--- src/rtl/ihex_loader.sv ---
// Intel HEX record parser that turns an ASCII character stream into byte writes.
// Optional checksum enforcement: define IHEX_LOADER_CHECKSUM_EN.
module ihex_loader #(
    parameter int ADDR_W = 32
) (
    input  logic              i_clk,
    input  logic              i_rst_n,
    input  logic              i_rx_rdy,
    input  logic [7:0]        i_rx_data,
    output logic              o_wr_valid,
    output logic [ADDR_W-1:0] o_wr_addr,
    output logic [7:0]        o_wr_data,
    input  logic              i_wr_ready,
    output logic              o_busy,
    output logic              o_done,
    output logic              o_err
);

    typedef enum logic [3:0] {
        IDLE,
        COUNT,
        ADDR_HI,
        ADDR_LO,
        TYPE,
        DATA,
        CSUM,
        DONE,
        ERR
    } state_t;

    state_t            state_q, state_d;
    logic              nib_q, nib_d;
    logic [3:0]        hiNib_q, hiNib_d;
    logic [7:0]        count_q, count_d;
    logic [15:0]       addr_q, addr_d;
    logic [7:0]        idx_q, idx_d;
    logic [7:0]        type_q, type_d;
    logic [7:0]        sum_q, sum_d;
    logic [15:0]       extHi_q, extHi_d;
    logic [15:0]       extTmp_q, extTmp_d;
    logic              wrValid_q, wrValid_d;
    logic [ADDR_W-1:0] wrAddr_q, wrAddr_d;
    logic [7:0]        wrData_q, wrData_d;
    logic              done_q, done_d;
    logic              err_q, err_d;

    logic              hexOk;
    logic [3:0]        hexVal;
    logic [7:0]        byteVal;
    logic [7:0]        sumNext;
    logic [15:0]       lowAddr;
    logic [31:0]       fullAddr;
    logic              lastData;
    logic              recordGood;

    // Decode one ASCII hex digit, accepting both letter cases.
    always_comb begin
        hexOk  = 1'b1;
        hexVal = 4'h0;
        if ((i_rx_data >= 8'h30) && (i_rx_data <= 8'h39)) begin
            hexVal = i_rx_data[3:0];
        end else if ((i_rx_data >= 8'h41) && (i_rx_data <= 8'h46)) begin
            hexVal = i_rx_data[3:0] + 4'd9;
        end else if ((i_rx_data >= 8'h61) && (i_rx_data <= 8'h66)) begin
            hexVal = i_rx_data[3:0] + 4'd9;
        end else begin
            hexOk = 1'b0;
        end
    end

    assign byteVal  = {hiNib_q, hexVal};
    assign sumNext  = sum_q + byteVal;
    assign lowAddr  = addr_q + {8'h00, idx_q};
    assign fullAddr = {extHi_q, lowAddr};
    assign lastData = ((idx_q + 8'd1) == count_q);

`ifdef IHEX_LOADER_CHECKSUM_EN
    assign recordGood = (sumNext == 8'h00);
`else
    assign recordGood = 1'b1;
`endif

    always_ff @(posedge i_clk or negedge i_rst_n) begin
        if (!i_rst_n) begin
            state_q   <= IDLE;
            nib_q     <= 1'b0;
            hiNib_q   <= 4'h0;
            count_q   <= 8'h00;
            addr_q    <= 16'h0000;
            idx_q     <= 8'h00;
            type_q    <= 8'h00;
            sum_q     <= 8'h00;
            extHi_q   <= 16'h0000;
            extTmp_q  <= 16'h0000;
            wrValid_q <= 1'b0;
            wrAddr_q  <= '0;
            wrData_q  <= 8'h00;
            done_q    <= 1'b0;
            err_q     <= 1'b0;
        end else begin
            state_q   <= state_d;
            nib_q     <= nib_d;
            hiNib_q   <= hiNib_d;
            count_q   <= count_d;
            addr_q    <= addr_d;
            idx_q     <= idx_d;
            type_q    <= type_d;
            sum_q     <= sum_d;
            extHi_q   <= extHi_d;
            extTmp_q  <= extTmp_d;
            wrValid_q <= wrValid_d;
            wrAddr_q  <= wrAddr_d;
            wrData_q  <= wrData_d;
            done_q    <= done_d;
            err_q     <= err_d;
        end
    end

    // A pending write always drains, even after the parser has stopped.
    always_comb begin
        state_d   = state_q;
        nib_d     = nib_q;
        hiNib_d   = hiNib_q;
        count_d   = count_q;
        addr_d    = addr_q;
        idx_d     = idx_q;
        type_d    = type_q;
        sum_d     = sum_q;
        extHi_d   = extHi_q;
        extTmp_d  = extTmp_q;
        wrValid_d = wrValid_q;
        wrAddr_d  = wrAddr_q;
        wrData_d  = wrData_q;
        done_d    = done_q;
        err_d     = err_q;

        if (wrValid_q && i_wr_ready) begin
            wrValid_d = 1'b0;
        end

        if (i_rx_rdy && (state_q != DONE) && (state_q != ERR)) begin
            if (wrValid_q && !i_wr_ready) begin
                state_d = ERR;
                err_d   = 1'b1;
            end else if (state_q == IDLE) begin
                if (i_rx_data == 8'h3A) begin
                    state_d = COUNT;
                    sum_d   = 8'h00;
                    nib_d   = 1'b0;
                    idx_d   = 8'h00;
                end else if ((i_rx_data != 8'h0D) && (i_rx_data != 8'h0A) &&
                             (i_rx_data != 8'h20)) begin
                    state_d = ERR;
                    err_d   = 1'b1;
                end
            end else if (!hexOk) begin
                state_d = ERR;
                err_d   = 1'b1;
            end else if (!nib_q) begin
                hiNib_d = hexVal;
                nib_d   = 1'b1;
            end else begin
                nib_d = 1'b0;
                sum_d = sumNext;
                case (state_q)
                    COUNT: begin
                        count_d = byteVal;
                        state_d = ADDR_HI;
                    end
                    ADDR_HI: begin
                        addr_d[15:8] = byteVal;
                        state_d      = ADDR_LO;
                    end
                    ADDR_LO: begin
                        addr_d[7:0] = byteVal;
                        state_d     = TYPE;
                    end
                    TYPE: begin
                        type_d = byteVal;
                        idx_d  = 8'h00;
                        if ((byteVal > 8'h05) ||
                            ((byteVal == 8'h04) && (count_q != 8'h02))) begin
                            state_d = ERR;
                            err_d   = 1'b1;
                        end else if (count_q != 8'h00) begin
                            state_d = DATA;
                        end else begin
                            state_d = CSUM;
                        end
                    end
                    DATA: begin
                        if (type_q == 8'h00) begin
                            wrValid_d = 1'b1;
                            wrAddr_d  = fullAddr[ADDR_W-1:0];
                            wrData_d  = byteVal;
                        end else if (type_q == 8'h04) begin
                            if (idx_q == 8'h00) begin
                                extTmp_d[15:8] = byteVal;
                            end else begin
                                extTmp_d[7:0] = byteVal;
                            end
                        end
                        idx_d = idx_q + 8'd1;
                        if (lastData) begin
                            state_d = CSUM;
                        end
                    end
                    CSUM: begin
                        if (!recordGood) begin
                            state_d = ERR;
                            err_d   = 1'b1;
                        end else if (type_q == 8'h01) begin
                            state_d = DONE;
                            done_d  = 1'b1;
                        end else begin
                            if (type_q == 8'h04) begin
                                extHi_d = extTmp_q;
                            end
                            state_d = IDLE;
                        end
                    end
                    default: begin
                        state_d = ERR;
                        err_d   = 1'b1;
                    end
                endcase
            end
        end
    end

    assign o_busy     = (state_q != IDLE) && (state_q != DONE) && (state_q != ERR);
    assign o_wr_valid = wrValid_q;
    assign o_wr_addr  = wrAddr_q;
    assign o_wr_data  = wrData_q;
    assign o_done     = done_q;
    assign o_err      = err_q;

endmodule

--- config.mk ---
export PLATFORM = sky130hd
export DESIGN_NAME = ihex_loader
export DESIGN_NICKNAME = d
export VERILOG_FILES = /design/src/rtl/ihex_loader.sv
export SDC_FILE = /design/constraint.sdc
export NUM_CORES = 1
export LEC_CHECK = 0
export CAP_MARGIN = 20
export CELL_PAD_IN_SITES_DETAIL_PLACEMENT = 0
export CELL_PAD_IN_SITES_GLOBAL_PLACEMENT = 1
export CORE_MARGIN = 3
export CORE_UTILIZATION = 30
export DETAILED_ROUTE_END_ITERATION = 6
export GPL_ROUTABILITY_DRIVEN = 0
export PLACE_DENSITY_LB_ADDON = 0.1
export SYNTH_ARGS = -nofsm -noshare
export SYNTH_HDL_FRONTEND = slang
export SYNTH_SLANG_ARGS = --single-unit
--- constraint.sdc ---
create_clock -name i_clk -period 2.4 [get_ports i_clk]
set_input_delay 0.24 -clock i_clk [delete_from_list [all_inputs] [get_ports i_clk]]
set_output_delay 0.24 -clock i_clk [all_outputs]
set_load 0.05 [all_outputs]
==> impl_metrics.tcl, run 1 <==
set metrics [dict create \
    status "completed" \
    die_height_um 148 \
    slew_headroom 0.619 \
    ys_seq_elements 124 \
    ir_worst_vdd_mv 0.439 \
    clockRootBuffer "clkbuf_16" \
    rrSetupSlack_ns 0.01 \
    grt_usage 0.149 \
    hp-class "in -> async" \
    dr.pass1.iters 5 \
    setup_viol 0 \
    drive_gt1_frac 0.331 \
    syn_avg_cell_area_um2 10.6 \
    worstReg2RegEnd "state_q[2]" \
    synth-edff-count 0 \
    syn_inst 571 \
    rsz0062_at_grt "yes" \
    cts.sinks 124 \
    dp_slack_ns -0.529 \
    synthesis.nets 598 \
    grt_pass1_vias 4773 \
    ys.flop_type "dfrtp_1" \
    clk_pin_slew_ns 0.06 \
    initial_utilization 0.308 \
    ys_types 56 \
    area_growth_pct 41.3 \
    layout_common_cells "119 x dfrtp_1, 115 x nand2_1, 76 x buf_4, 70 x mux2_2, 52 x clkdlybuf4s50_1" \
    totalWireLength_mm 15.7 \
    async_flop_share 1.00 \
    yosysWarnings 0 \
    die-area_mm2 0.0219 \
    fin_skew_ns 0.00566 \
    ys_seq_area_frac 0.513 \
    drc 0 \
    fin_nets 741 \
    dp_hpwl_mm 10.8 \
    end_kind "flop" \
    htree_levels 4 \
    vias 4636 \
    reg2reg_depth 8 \
    rows 51 \
    worstMarginPinSlew_ns 0.563 \
    place_inst 950 \
    die_w_um 148 \
    finalCritPeriodShare 0.995 \
    final_antenna_net_count 0 \
    boundaryPins 56 \
    power_density_mw_per_mm2 598 \
    grt_max_degree 59 \
    avgRoutedWirePerCell_um 15.8 \
    p_leak_nw 4.09 \
    crit_type "reg -> reg" \
    finalHoldViolCount 0 \
    cp-start-kind "flop" \
    worstPathRequired_ns 2.70 \
    grt_pass1_wl_mm 25.7 \
    max_cap_viol_count 0 \
    critPathArrivalTime_ns 2.69 \
    total_power_mw 5.11 \
    num_antenna_cells 0 \
    cts_buffers 17 \
    final_cells 992 \
    coreArea_mm2 0.0197 \
    crit_fanout 6 \
    mostFrequentLayoutCell "dfrtp_1" \
    antenna_found_initial 0 \
    drv_slew 0 \
    fmax_mhz 419 \
    syn_area_mm2 0.00604 \
    drtIter0Drc 252 \
    vias_per_cell 4.67 \
    clkLatencyLatePin_ns 0.42 \
    regToRegStartpoint "idx_q[0]" \
    clk_path_buf_depth 2 \
    fin_crit_ns 2.39 \
    grt_overflow 0 \
    cts_tree "done" \
    timing.final.ws_setup_ns 0.0119 \
    portBuffers 55 \
]
-- worst max-delay path, stage by stage (launching register included) --
cell and delay [ns]:
dfrtp_2 0.44, buf_6 0.15, inv_1 0.04, ha_1 0.34, xnor2_1 0.17, nand3_1 0.08
or4_4 0.50, a31o_4 0.26, mux2_2 0.28
-- cells by family (layout without fill, tap and decap cells) --
family	Yosys count	in the layout	synth area share
xor+xnor	22	22	0.0319
compound gates	89	89	0.0934
fa+ha+maj	15	15	0.0323
mux	72	72	0.134
flops	124	124	0.513
simple gates	207	207	0.168
buf+inv	42	198	0.0275
-- synth_stat cells (3+ instances only) --
master,n,area share
a21boi_0,3,0.0037
a21o_1,4,0.0050
a21oi_1,8,0.0066
a31oi_1,7,0.0072
and3_1,5,0.0052
buf_2,4,0.0033
clkbuf_1,19,0.012
dfrtp_1,124,0.51
ha_1,14,0.029
inv_1,18,0.011
mux2_2,71,0.13
nand2_1,116,0.072
nand3_1,10,0.0083
nand4_1,3,0.0031
nand4b_1,3,0.0043
nor2_1,22,0.014
nor2b_1,7,0.0072
nor3_1,7,0.0058
nor3_2,3,0.0050
nor3b_1,3,0.0037
nor4_1,4,0.0041
nor4b_1,4,0.0058
o21ai_0,41,0.034
or3_1,4,0.0041
or4_1,5,0.0062
xnor2_1,11,0.016
xor2_1,11,0.016
-- what timing repair did --
| action | CTS | global route |
|---|---|---|
| setup endpoints to repair | 58 | 103 |
| hold buffers | 1 | 0 |
| gates resized for setup | 13 | 54 |
| gates cloned | 0 | 2 |
| pin swaps | 8 | 9 |
| buffers inserted | 3 | 5 |
| hold endpoints to repair | 15 | 0 |
-- power by group --
group          switching [mW]  total (mW)  internal (mW)
Sequential             0.0134        2.11           2.10
Combinational           0.128       0.220         0.0924
Clock                   0.976        2.77           1.80
-- worst max path at each step --
stage	start	end	slack, ns	cells past startpoint
global placement	i_rx_data[1]	addr_q[4]	-0.44	12
floorplan	idx_q[0]	state_q[0]	0.0009	8
detailed placement	i_rx_data[0]	addr_q[4]	-0.53	12
CTS	idx_q[0]	state_q[2]	0.0003	8
global route	state_q[0]	extHi_q[6]	-0.04	9
finish	idx_q[0]	state_q[2]	0.01	8
-- area by class of cell --
class,instances,area (um^2)
clock buffer,19,453
sequential,124,3110
inverter,18,67.6
timing repair buffer,148,1410
multi-input combinational,405,2980
tap,265,332
fill,1938,11100
clock inverter,13,188
-- metal layers --
metal | vias up | GRT usage | part of all wire
li1 | 2297 | - | -
met1 | 2254 | 0.205 | 0.49
met2 | 67 | 0.234 | 0.47
met3 | 18 | 0.0297 | 0.028
met4 | 0 | 0.0536 | 0.015
met5 | - | 0 | 0
-- state kept, by name, summed over array words and instances (netlist names) --
name	flops
nib_q	1
type_q	8
idx_q	8
extHi_q	16
extTmp_q	16
o_wr_data	8
o_err	1
addr_q	16
count_q	8
o_done	1
o_wr_addr	32
o_wr_valid	1
state_q	4
hiNib_q	4
-- per-stage QoR --
step                setup TNS, ns  utilization  hold WS [ns]  cell area, um^2
floorplan                       0            -       -0.0556             6050
CTS                             0        0.422         0.239             8300
detailed placement         -47.07        0.384         0.135             7540
global route               -0.804        0.435         0.271             8540
finish                          0        0.435         0.238             8540
global placement           -41.57        0.384         0.135             7540
Note: power is estimated with default switching activity, not from simulation.
==> inputs of run 2 (changes only) <==
Settings changed: CORE_UTILIZATION 30 to 41, PLACE_DENSITY set to 0.78, PLACE_DENSITY_LB_ADDON 0.1 to unset.
==> run 2 against run 1 <==
  * The run now ends with negative setup slack left
  * Non-clock buffer count decreased by 13
  * Sequential share of layout area increased by 1.6 points
  * Critical endpoint is now state_q[0]
  * Largest cell class unchanged
  * First-iteration DRC count increased by 20%
  * Largest power group unchanged
  * Combinational power decreased by 5%
==> impl_metrics.tcl, run 2 (synthesis results as in run 1) <==
set metrics [dict create \
    status "finished, violations left" \
    violations "negative setup slack" \
    htree_levels 4 \
    drtIter0Drc 302 \
    cts.sinks 124 \
    coreArea_mm2 0.0141 \
    area_growth_pct 35.0 \
    post_dp_cell_area_mm2 0.00738 \
    total_power_mw 4.85 \
    grt_pass1_wl_mm 23.1 \
    fin_nets 728 \
    die_height_um 127 \
    die_w_um 127 \
    hp-class "in -> async" \
    num_antenna_cells 0 \
    totalWireLength_mm 14.2 \
    slew_headroom 0.635 \
    worst_path_dominant_cell_family "simple AND/OR/NAND/NOR gates" \
    worstReg2RegEnd "state_q[0]" \
    cts_buffers 17 \
    mostFrequentLayoutCell "dfrtp_1" \
    final_cells 894 \
    drive_gt1_frac 0.308 \
    place_inst 859 \
    largest_reg_flops 32 \
    antenna_found_initial 0 \
    max_cap_viol_count 0 \
    end_kind "flop" \
    p_int_mw 3.73 \
    vias_per_cell 5.33 \
    cts_tree "done" \
    p_clk_frac 0.522 \
    die-area_mm2 0.0162 \
    reg2reg_depth 8 \
    worstMarginPinSlew_ns 0.547 \
    critical_path.slowest_cell "or4_4" \
    grt_overflow 0 \
    clockRootBuffer "clkbuf_16" \
    portBuffers 55 \
    fin_hold_ws_ns 0.270 \
    pwr-share-seq 0.436 \
    worstPathRequired_ns 2.70 \
    cp_common_cell "and3_4" \
    grt_max_degree 51 \
    finalCritPeriodShare 1.00 \
    clk_path_buf_depth 2 \
    dr.pass1.iters 4 \
    setup_viol 1 \
    fin_skew_ns 0.00860 \
    path_cells "ha_2 > and3_4 > and3_4 > xnor2_2 > nand3_1 > or4_4 > a31o_4 > mux2_4" \
    fin_crit_ns 2.41 \
    drv_slew 0 \
    initial_utilization 0.427 \
    cp-start-kind "flop" \
    drc 0 \
    dp_slack_ns -0.482 \
    critPathArrivalTime_ns 2.71 \
    clk_pin_slew_ns 0.06 \
    boundaryPins 56 \
    finalHoldViolCount 0 \
    grt_pass1_vias 4669 \
    rows 43 \
    rsz0062_at_grt "yes" \
    fillers 1162 \
    path_buf_inv 0 \
    avgRoutedWirePerCell_um 15.9 \
    regToRegStartpoint "idx_q[0]" \
    power_density_mw_per_mm2 595 \
    fmax_mhz 415 \
    clkLatencyLatePin_ns 0.42 \
    dp_hpwl_mm 10.2 \
    power_switching_mw 1.13 \
    grt_usage 0.180 \
    combPwrFrac 0.043 \
    crit_fanout 5 \
    vias 4765 \
    layout_common_cells "124 x dfrtp_1, 115 x nand2_1, 71 x buf_4, 70 x mux2_2, 52 x clkdlybuf4s50_1" \
    stdcell_area_mm2 0.00816 \
    power_switching_share 0.232 \
    p_leak_nw 3.97 \
    rrSetupSlack_ns -0.01 \
    critPathMaxStageDelay_ns 0.50 \
    timing.final.ws_setup_ns -0.00957 \
    crit_type "reg -> reg" \
    final_antenna_net_count 0 \
    ir_worst_vdd_mv 0.504 \
]
-- run 2: cell types whose count changed in the layout (fill, tap and decap cells not counted), moves of 3 or more --
cell | previous run | this run
buf_4 | 76 | 71
dfrtp_1 | 119 | 124
dfrtp_2 | 5 | 0
buf_6 | 8 | 4
inv_6 | 2 | 5
-- run 2: worst register-to-register path: cells and delay by family, from the launching register on --
kind            cells  cell delay, ns
fa+ha+maj           1            0.22
simple gates        4            0.95
compound gates      1            0.27
mux                 1            0.30
flops               1            0.42
xor+xnor            1            0.13
-- run 2: worst max path at each step --
stage                  from    endpoint  cells after the start
2_1_floorplan      idx_q[0]  state_q[0]                      8
3_3_place_gp   i_rx_data[0]    idx_q[3]                     10
3_5_place_dp   i_rx_data[0]    idx_q[5]                     10
4_1_cts        i_rx_data[1]  hiNib_q[1]                      9
5_1_grt            idx_q[0]  state_q[0]                      8
6_report           idx_q[0]  state_q[0]                      8
-- run 2: area by class of cell --
| class | count | area, um^2 | share of cell area |
|---|---|---|---|
| Sequential cell | 124 | 3100 | 0.380 |
| Multi-Input combinational cell | 405 | 2940 | 0.360 |
| Timing Repair Buffer | 135 | 1240 | 0.152 |
| Clock inverter | 15 | 165 | 0.0202 |
| Clock buffer | 17 | 425 | 0.0521 |
| Inverter | 18 | 67.6 | 0.00828 |
| Tap cell | 180 | 225 | 0.0276 |
-- run 2: what timing repair did --
item                                    4_1_cts  5_1_grt
hold buffers                                  1        0
hold endpoints to repair                     21        0
pin swaps                                     4       13
endpoints found under the setup margin       18       88
resized for setup                             8       40
setup buffers                                 0        2
-- run 2: per-layer routing --
layer	GRT usage	part of all wire	up-vias	wire length [um]
met3	0.0380	0.034	23	489
met2	0.287	0.48	112	6840
met5	0	0	-	0
met4	0.0871	0.024	0	334
met1	0.234	0.46	2353	6540
li1	-	-	2277	-
-- run 2: power groups by stage --
stage / Sequential [mW] / Combinational (mW) / Clock [mW]
2_1_floorplan: 2.16 / 0.0564 / 0
3_3_place_gp: 2.15 / 0.198 / 0
3_5_place_dp: 2.15 / 0.202 / 0
4_1_cts: 2.11 / 0.206 / 2.59
5_1_grt: 2.11 / 0.229 / 2.67
6_report: 2.11 / 0.208 / 2.53
-- run 2: metrics by stage --
stage,TNS [ns],util
4_1_cts,0,0.566
2_1_floorplan,0,-
3_5_place_dp,-38.34,0.521
3_3_place_gp,-30.24,0.521
6_report,-0.00957,0.577
5_1_grt,-0.300,0.577
==> inputs of run 3 (changes only) <==
Settings changed: CORE_UTILIZATION 41 to 45, DONT_BUFFER_PORTS set to 1, GPL_TIMING_DRIVEN set to 0, PLACE_DENSITY 0.78 to 0.77, RECOVER_POWER set to 100.
==> run 3 against run 2 <==
  * The run ends with negative hold slack, negative setup slack left
  * Hold slack lost 0.75 ns
  * First-iteration DRC count shrank 17%
  * Clock skew shrank 0.0010 ns
  * Die area shrank 8.5%
==> impl_metrics.tcl, run 3 (synthesis results as in run 1) <==
set metrics [dict create \
    status "finished, violations left" \
    violations "negative hold slack, negative setup slack" \
    totalWireLength_mm 13.9 \
    clockRootBuffer "clkbuf_16" \
    vias 4405 \
    largest_reg_flops 32 \
    drive_gt1_frac 0.308 \
    rrSetupSlack_ns -0.01 \
    hp-class "in -> async" \
    dr.pass1.iters 4 \
    mostFrequentLayoutCell "dfrtp_1" \
    area_growth_pct 20.8 \
    grt_usage 0.197 \
    drv_slew 0 \
    cts.sinks 124 \
    rsz0062_at_grt "yes" \
    regToRegStartpoint "idx_q[1]" \
    power_switching_share 0.197 \
    final_antenna_net_count 0 \
    boundaryPins 56 \
    power_density_mw_per_mm2 680 \
    grt_pass1_wl_mm 22.8 \
    fillers 1097 \
    initial_utilization 0.469 \
    fin_skew_ns 0.00759 \
    clk_path_buf_depth 2 \
    power_switching_mw 0.977 \
    cts_buffers 17 \
    finalCritPeriodShare 1.00 \
    fin_nets 638 \
    grt_max_degree 125 \
    clk_pin_slew_ns 0.06 \
    seq_area_mm2 0.00311 \
    vias_per_cell 5.53 \
    place_inst 744 \
    portBuffers 0 \
    slew_headroom 0.340 \
    dp_hpwl_mm 9.12 \
    fin_hold_ws_ns -0.479 \
    worstMarginPinSlew_ns 0.986 \
    combPwrFrac 0.017 \
    fin_crit_ns 2.41 \
    critPathArrivalTime_ns 2.70 \
    drc 0 \
    tns_ns -0.00989 \
    p_leak_nw 3.58 \
    final_cells 796 \
    multi_input_area_mm2 0.00298 \
    reg2reg_depth 8 \
    coreArea_mm2 0.0129 \
    drtIter0Drc 251 \
    ir_worst_vdd_mv 0.503 \
    avgRoutedWirePerCell_um 17.5 \
    die_height_um 122 \
    timing.final.ws_setup_ns -0.00989 \
    fmax_mhz 415 \
    crit_type "reg -> reg" \
    cp-start-kind "flop" \
    layout_common_cells "119 x dfrtp_1, 112 x nand2_1, 71 x mux2_2, 30 x o21ai_0, 23 x buf_4" \
    p_int_mw 3.99 \
    die_w_um 122 \
    htree_levels 4 \
    clkLatencyLatePin_ns 0.41 \
    cts_tree "done" \
    setup_viol 1 \
    crit_start "idx_q[1]" \
    rows 41 \
    pwr-share-seq 0.429 \
    antenna_found_initial 0 \
    num_antenna_cells 0 \
    die-area_mm2 0.0149 \
    grt_overflow 0 \
    worstReg2RegEnd "state_q[2]" \
    crit_fanout 6 \
    end_kind "flop" \
    grt_pass1_vias 4428 \
    p_clk_frac 0.553 \
    worstPathRequired_ns 2.69 \
    finalHoldViolCount 124 \
    max_cap_viol_count 0 \
]
-- run 3: worst max-delay path, stage by stage, from the launching register on --
cell     delay, ns
dfrtp_2       0.46
ha_4          0.20
and3_4        0.18
and3_4        0.19
xnor2_2       0.14
nand3_1       0.09
or4_4         0.50
a31o_4        0.26
mux2_2        0.28
-- run 3: through the flow --
step	cell area, um^2	hold slack [ns]	util	total power [mW]	worst slack [ns]
finish	7300	-0.479	0.567	4.96	-0.00989
global route	7300	-0.504	0.567	5.13	-0.101
CTS	7180	-0.499	0.558	5.02	-0.00921
detailed placement	6280	-0.0526	0.487	2.24	-0.619
global placement	6270	-0.0521	0.487	2.24	-0.574
floorplan	6050	-0.0556	-	2.22	0.000873
-- run 3: worst max-delay path by stage --
stage                            end  slack (ns)  cells after the start
final                     state_q[2]       -0.01                      8
after global routing      state_q[2]       -0.10                      8
after CTS                 state_q[2]      -0.009                      8
after detailed placement  state_q[0]       -0.62                      9
after global placement    state_q[0]       -0.57                      9
after floorplan           state_q[0]      0.0009                      8
-- run 3: layout make-up --
class | instances | share of cell area
Multi-Input combinational cell | 405 | 0.408
Tap cell | 172 | 0.0295
Buffer | 19 | 0.0129
Sequential cell | 124 | 0.426
Timing Repair Buffer | 26 | 0.0262
Clock buffer | 23 | 0.0668
Clock inverter | 9 | 0.0216
Inverter | 18 | 0.00926
-- run 3: power groups by stage --
stage          registers, mW  clock network [mW]  logic (mW)
2_1_floorplan           2.16                   0      0.0564
3_3_place_gp            2.17                   0      0.0719
3_5_place_dp            2.17                   0      0.0744
4_1_cts                 2.13                2.81      0.0818
5_1_grt                 2.13                2.91      0.0925
6_report                2.13                2.75      0.0854
-- run 3: routing by layer --
| layer | vias up | share of wire | GRT usage |
|---|---|---|---|
| met3 | 13 | 0.053 | 0.0604 |
| met4 | 0 | 0.011 | 0.0665 |
| met2 | 92 | 0.48 | 0.316 |
| met1 | 2205 | 0.46 | 0.256 |
| met5 | - | 0 | 0 |
| li1 | 2095 | - | - |
-- run 3: what timing repair did --
action	in CTS	in global routing
pin swaps	11	15
setup buffers	16	9
setup endpoints to repair	115	100
resized for setup	37	45
hold endpoints to repair	124	124
